$ cat config.mk
export PLATFORM = sky130hd
export DESIGN_NAME = dds_ram_sched
export DESIGN_NICKNAME = d
export VERILOG_FILES = /design/src/rtl/dds_ram_sched.sv
export SDC_FILE = /design/constraint.sdc
export NUM_CORES = 1
export LEC_CHECK = 0
export BUFFER_PORTS_ARGS = -buffer_cell sky130_fd_sc_hd__buf_2
export CAP_MARGIN = 25
export CORE_MARGIN = 8
export CORE_UTILIZATION = 50
export DETAILED_ROUTE_END_ITERATION = 6
export PLACE_DENSITY = 0.91
export SLEW_MARGIN = 20
export SYNTH_ARGS = -nofsm -noshare
export SYNTH_HDL_FRONTEND = slang
export SYNTH_SLANG_ARGS = --single-unit
$ cat constraint.sdc
create_clock -name clk -period 3 [get_ports clk]
set_input_delay 0.3 -clock clk [delete_from_list [all_inputs] [get_ports clk]]
set_output_delay 0.3 -clock clk [all_outputs]
set_load 0.02 [all_outputs]
$ cat src/rtl/dds_ram_sched.sv
// dds_ram_sched
// Shares one single-port waveform RAM between a host table-load write
// port and a DDS read stream driven by a phase accumulator.
//
// Ports:
//   clk, rst             clock (also the RAM clock) and synchronous active-high reset
//   wr_valid/wr_ready    host write handshake; wr_addr/wr_data carry the write
//   dds_en               1 = run the DDS read stream
//   phase_clr            synchronous clear of the phase accumulator
//   fword                frequency tuning word, added on every read issue
//   dds_valid/dds_data   table sample output (dds_data = ram_douta)
//   ram_wea/ram_addra/ram_dina   registered RAM control, ram_douta RAM read data
//   busy                 high while running or while reads are still in flight
module dds_ram_sched #(
    parameter int ADDR_W  = 10,
    parameter int DATA_W  = 32,
    parameter int PHASE_W = 32,
    parameter int RD_LAT  = 1,
    parameter int WR_GAP  = 8
) (
    input  logic               clk,
    input  logic               rst,
    input  logic               wr_valid,
    output logic               wr_ready,
    input  logic [ADDR_W-1:0]  wr_addr,
    input  logic [DATA_W-1:0]  wr_data,
    input  logic               dds_en,
    input  logic               phase_clr,
    input  logic [PHASE_W-1:0] fword,
    output logic               dds_valid,
    output logic [DATA_W-1:0]  dds_data,
    output logic               ram_wea,
    output logic [ADDR_W-1:0]  ram_addra,
    output logic [DATA_W-1:0]  ram_dina,
    input  logic [DATA_W-1:0]  ram_douta,
    output logic               busy
);

    localparam int GAP_W = $clog2(WR_GAP + 1);
    localparam logic [GAP_W-1:0] GAP_MAX = GAP_W'(WR_GAP);

    typedef enum logic {IDLE, RUN} state_t;
    typedef enum logic [1:0] {SLOT_NOP, SLOT_WR, SLOT_RD} slot_t;

    state_t             state;
    state_t             next_state;
    slot_t              slot;
    logic [PHASE_W-1:0] phase;
    logic [GAP_W-1:0]   gap_cnt;
    logic [RD_LAT:0]    vpipe;

    // State register
    always_ff @(posedge clk) begin
        if (rst) begin
            state <= IDLE;
        end else begin
            state <= next_state;
        end
    end

    // Next-state logic: the mode follows dds_en directly
    always_comb begin
        next_state = dds_en ? RUN : IDLE;
    end

    // Output / slot decision. The slot uses next_state rather than the
    // registered state so that reads stop in the very cycle dds_en drops.
    always_comb begin
        wr_ready = 1'b0;
        slot     = SLOT_NOP;
        if (!rst) begin
            if (next_state == IDLE) begin
                wr_ready = 1'b1;
                if (wr_valid) begin
                    slot = SLOT_WR;
                end
            end else begin
                wr_ready = (gap_cnt == GAP_MAX);
                slot     = (wr_valid && wr_ready) ? SLOT_WR : SLOT_RD;
            end
        end
    end

    // RAM control, phase accumulator, write-gap counter, valid pipe
    always_ff @(posedge clk) begin
        if (rst) begin
            ram_wea   <= 1'b0;
            ram_addra <= '0;
            ram_dina  <= '0;
            phase     <= '0;
            gap_cnt   <= GAP_MAX;
            vpipe     <= '0;
        end else begin
            vpipe <= {vpipe[RD_LAT-1:0], (slot == SLOT_RD)};
            case (slot)
                SLOT_WR: begin
                    ram_wea   <= 1'b1;
                    ram_addra <= wr_addr;
                    ram_dina  <= wr_data;
                    // Gap only counts while running; idle table loads leave
                    // it saturated so the first write in RUN is immediate.
                    if (next_state == RUN) begin
                        gap_cnt <= '0;
                    end
                end
                SLOT_RD: begin
                    ram_wea   <= 1'b0;
                    ram_addra <= phase[PHASE_W-1 -: ADDR_W];
                    phase     <= phase + fword;
                    gap_cnt   <= (gap_cnt == GAP_MAX) ? GAP_MAX : gap_cnt + GAP_W'(1);
                end
                default: begin
                    ram_wea <= 1'b0;
                end
            endcase
            // Clear overrides the increment; a read issued this cycle has
            // already taken its address from the pre-clear phase.
            if (phase_clr) begin
                phase <= '0;
            end
        end
    end

    assign dds_valid = vpipe[RD_LAT];
    assign dds_data  = ram_douta;
    assign busy      = !rst && ((state == RUN) || (next_state == RUN) || (|vpipe));

endmodule

; After elaboration in Yosys (flattened, before gate mapping)
; Index checks and enable logic that the tools add are counted.
[totals]
reg_bits = 82
inputBits = 111
mem_bits_ro = 0
n_memories = 0
ram_bits = 0
latchBits = 0
output_inout_bits = 78
elab_cells = 34
[classes]
n_mux = 12
multipliers = 0
bitwise_logic = 0
order_cmp = 0
n_addsub = 2
n_eq_ne = 4
n_reduce_logical = 9
shift = 0
div = 0
[op_table]
columns = cell, n
row1 = $add 32x32->32, 1
row2 = $pmux 10 s2, 1
row3 = $mux 4, 2
row4 = $pmux 4 s2, 1
row5 = $mux 2, 3
row6 = $mux 1, 5
row7 = $add 4x1->4 const B, 1
row8 = $eq 4x4->1 const B, 1
row9 = $reduce_or 2->1, 2
row10 = $eq 2x1->1 const B, 1
row11 = $eq 2x2->1 const B, 1
row12 = $logic_and 1x1->1, 2
row13 = $logic_or 1x1->1, 2
row14 = $ne 2x2->1 const B, 1
row15 = $reduce_and 2->1, 1
row16 = $reduce_bool 2->1, 1
row17 = $logic_not 1->1, 1

; Logic depth before layout (Yosys ltp)
[depth]
word_depth = 8
ltp_mapped = 13
mapped_depth_nobuf = 12

; Worst setup path after synthesis
; OpenSTA, ideal clock, no wires.
[synth_timing]
path_kind = reg2reg
from = register gap_cnt[0]
to = register ram_dina[10]
arrival_time_ps = 2497
synth_period_minus_slack_ps = 2625
n_path_buf = 2
path_slack_ps = 375
path_stages_with_launch = 12
setup_ps = 128
required_time_ps = 2872
path_cell_list = dfxtp_1 > inv_1 > ha_1 > nand3b_1 > a21oi_1 > nand2_1 > inv_1 > ha_1 > clkbuf_1 > clkbuf_1 > mux2i_1 > nor2_1
[synth_between]
elab_chain_len = 6
[synth_rtl]
columns = element, line_no
row1 = "start, declared", 49  ; logic [GAP_W-1:0] gap_cnt;
row2 = "start signal, assigned", 110  ; gap_cnt <= (gap_cnt == GAP_MAX) ? GAP_MAX : gap_cnt + GAP_W'(1);
row3 = $eq 4x4->1, 78  ; wr_ready = (gap_cnt == GAP_MAX);
row4 = $logic_and 1x1->1, 79  ; slot = (wr_valid && wr_ready) ? SLOT_WR : SLOT_RD;
row5 = $mux 2, 79
row6 = $mux 2, 72  ; if (next_state == IDLE) begin
row7 = $mux 2, 71  ; if (!rst) begin
row8 = $eq 2x1->1, 95  ; case (slot)
row9 = "end signal, assigned", 99  ; ram_dina <= wr_data;
row10 = "end, declared", 34  ; output logic [DATA_W-1:0] ram_dina,
; No other way between the ends.
; A chain may end at the register's enable or synchronous reset.

; Final worst setup path
[layout_timing]
from = register phase[0]
to = register phase[28]
[layout_between]
elab_chain_len = 1
[layout_rtl]
columns = element, line_no
row1 = "start, declared", 48  ; logic [PHASE_W-1:0] phase;
row2 = "start signal, assigned", 109  ; phase <= phase + fword;
row3 = $add 32x32->32, 109
; No other way between the ends.

==> impl_metrics.tcl <==
set metrics [dict create \
    critPathLaunchType "flip-flop" \
    period_minus_slack_ns 2.76 \
    max_freq_mhz 363 \
    initial_core_util_pct 51.5 \
    critical_path_arrival_ns 3.02 \
    fin_crit_sh_pct 91.9 \
    netlist-cell-type-count 61 \
    cts_buffer_depth 2 \
    worstMarginPinSlew_ns 0.612 \
    critPathKind "flip-flop to flip-flop" \
    final_cell_mix "124 x buf_2, 93 x nor2_1, 82 x dfxtp_1" \
    clk_latency_ns 0.36 \
    hold_path.class "input port to flip-flop" \
    cp_slowest_cell "fa_1" \
    hpwl_um 9760 \
    drt_iter0_drc 219 \
    cts_made_buffers 9 \
    mostFrequentLayoutCell "buf_2" \
    cp_cell_sequence "ha_1, fa_1, a211oi_1, o21bai_2, a41oi_2, o21ai_1, a21oi_1, o21ai_0, xor2_1, mux2i_1, nor2_1" \
    ys_seq_area_share_pct 32.6 \
    critPathBufInv 0 \
    holdBufCountCts 0 \
    synth_cells 569 \
    syn_nets 716 \
    setup_tns_ns 0 \
    layout-drive-gt1-share_pct 25.1 \
    post_cts_buffers 0 \
    die_area_um2 13500 \
    drt-total-wl_um 12800 \
    required_ns 3.26 \
    pre_cts_slack_ns 0.142 \
    htreeDepth 3 \
    gp_congestion 0.902 \
    cts_resized 0 \
    core_um2 9770 \
    cellLeakagePower_nw 2.72 \
    hold_viol_final 0 \
    root_buffer "clkbuf_8" \
    tritoncts "built" \
    fin_ws_ns 0.243 \
    rsz0062_at_grt "no" \
    synth_edf_count 0 \
    die_h_um 116 \
    end_kind "flip-flop" \
    avgSynthCellArea_um2 8.86 \
    slowest_delay_ns 0.43 \
    grt_max_degree 53 \
    chipWidth_um 116 \
    final_nets 795 \
    grt-ovfl-total 0 \
    ys_warn_count 0 \
    wl_per_cell_um 16.2 \
    slew_headroom_pct 59.0 \
    top_level_ports 189 \
    antenna_cells 0 \
    num_vias 4373 \
    rows 36 \
    grt_pass1_wl_um 20800 \
    grt_usage_pct 19.0 \
    synth_area_um2 5040 \
    grt_pass1_vias 4502 \
    fin_skew_ns 0.00920 \
    area_delta_synth_final_pct 13.9 \
    setup_viol 0 \
    final_antenna_net_count 0 \
    ir_worst_vdd_uv 275 \
    clock-sinks 82 \
    portBuffers 124 \
    drv_slew 0 \
    ys.flop_type "dfxtp_1" \
    power_density_nw_per_um2 437 \
    cap_viol_max_count 0 \
    dr.pass1.iters 5 \
    clkTransAtPathRegs_ns 0.09 \
    status "complete, no violations" \
    power.total_mw 2.51 \
    crit_family "compound AO/OA/AOI/OAI gates" \
    viasPerCell 5.56 \
    synth_seq_cells 82 \
    crit_fanout 4 \
    drcViolationCount 0 \
    antenna_found_initial 0 \
    async_flop_share_pct 0 \
]
[stage by stage]
stage,utilization (%),instance area [um^2],std cells,hold slack [ns]
final,58.7,5740,786,0.173
after global routing,58.7,5740,786,0.171
after CTS,58.7,5740,786,0.161
after detailed placement,56.5,5530,770,0.462
after global placement,56.5,5530,770,0.449
after floorplan,-,5040,569,0.440
[synth_stat cells (4+ instances only)]
master | n | area share (%)
dfxtp_1 | 82 | 33
clkbuf_1 | 23 | 1.7
nor2_1 | 93 | 6.9
xor2_1 | 9 | 1.6
buf_4 | 32 | 4.8
nand2_1 | 20 | 1.5
a21oi_1 | 39 | 3.9
a21o_1 | 22 | 3.3
o21ai_0 | 12 | 1.2
mux2i_1 | 71 | 14
nand4_1 | 4 | 0.50
and3_1 | 7 | 0.87
inv_1 | 7 | 0.52
nor2b_1 | 6 | 0.75
a221oi_1 | 4 | 0.70
o21bai_1 | 9 | 1.3
a211oi_1 | 5 | 0.75
xnor2_1 | 17 | 3.0
ha_1 | 35 | 8.7
nand3_1 | 10 | 0.99
nand3b_1 | 4 | 0.60
[worst reg2reg max path: stages (launching register included)]
cell	delay (ns)
dfxtp_1	0.32
ha_1	0.23
fa_1	0.44
a211oi_1	0.31
o21bai_2	0.13
a41oi_2	0.31
o21ai_1	0.20
a21oi_1	0.24
o21ai_0	0.14
xor2_1	0.16
mux2i_1	0.14
nor2_1	0.05
[metal layers]
layer | GRT usage [%] | wire length, um | part of all wire, %
met5 | 0 | 0 | 0
met4 | 8.73 | 326 | 2.6
met3 | 4.45 | 634 | 5.0
met2 | 34.2 | 6770 | 53
met1 | 20.5 | 5030 | 39
[registers in the layout, summed over array words and instances (netlist names)]
name,cells
ram_wea,1
state,1
vpipe,2
ram_addra,10
gap_cnt,4
ram_dina,32
phase,32
[power breakdown]
group	switching (mW)	leakage [nW]	internal [mW]
Sequential	0.0252	0.667	1.13
Clock	0.444	0.103	0.416
Combinational	0.282	1.95	0.205
[area by class of cell]
class,count,area [um^2]
fill,868,4040
clock inverter,6,72.6
timing repair buffer,129,671
multi-input combinational,419,3020
sequential,82,1640
inverter,7,26.3
tap,133,166
clock buffer,10,138
[logic make-up after synthesis]
kind of cell	Yosys count	synth area share [%]
mux	74	14.8
simple gates	162	14.6
xor+xnor	26	4.52
compound gates	121	16.8
buf+inv	68	7.55
fa+ha+maj	36	9.09
flops	82	32.6
[path summary, 6_finish.rpt]
| check | startpoint | end | slack, ns | cells after the start |
|---|---|---|---|---|
| max | phase[0] | phase[28] | 0.24 | 11 |
| min | wr_data[29] | ram_dina[29] | 0.17 | 3 |
| max reg2reg | phase[0] | phase[28] | 0.24 | 11 |
| min reg2reg | vpipe[0] | vpipe[1] | 0.47 | 1 |
(Power assumes the default switching activity.)
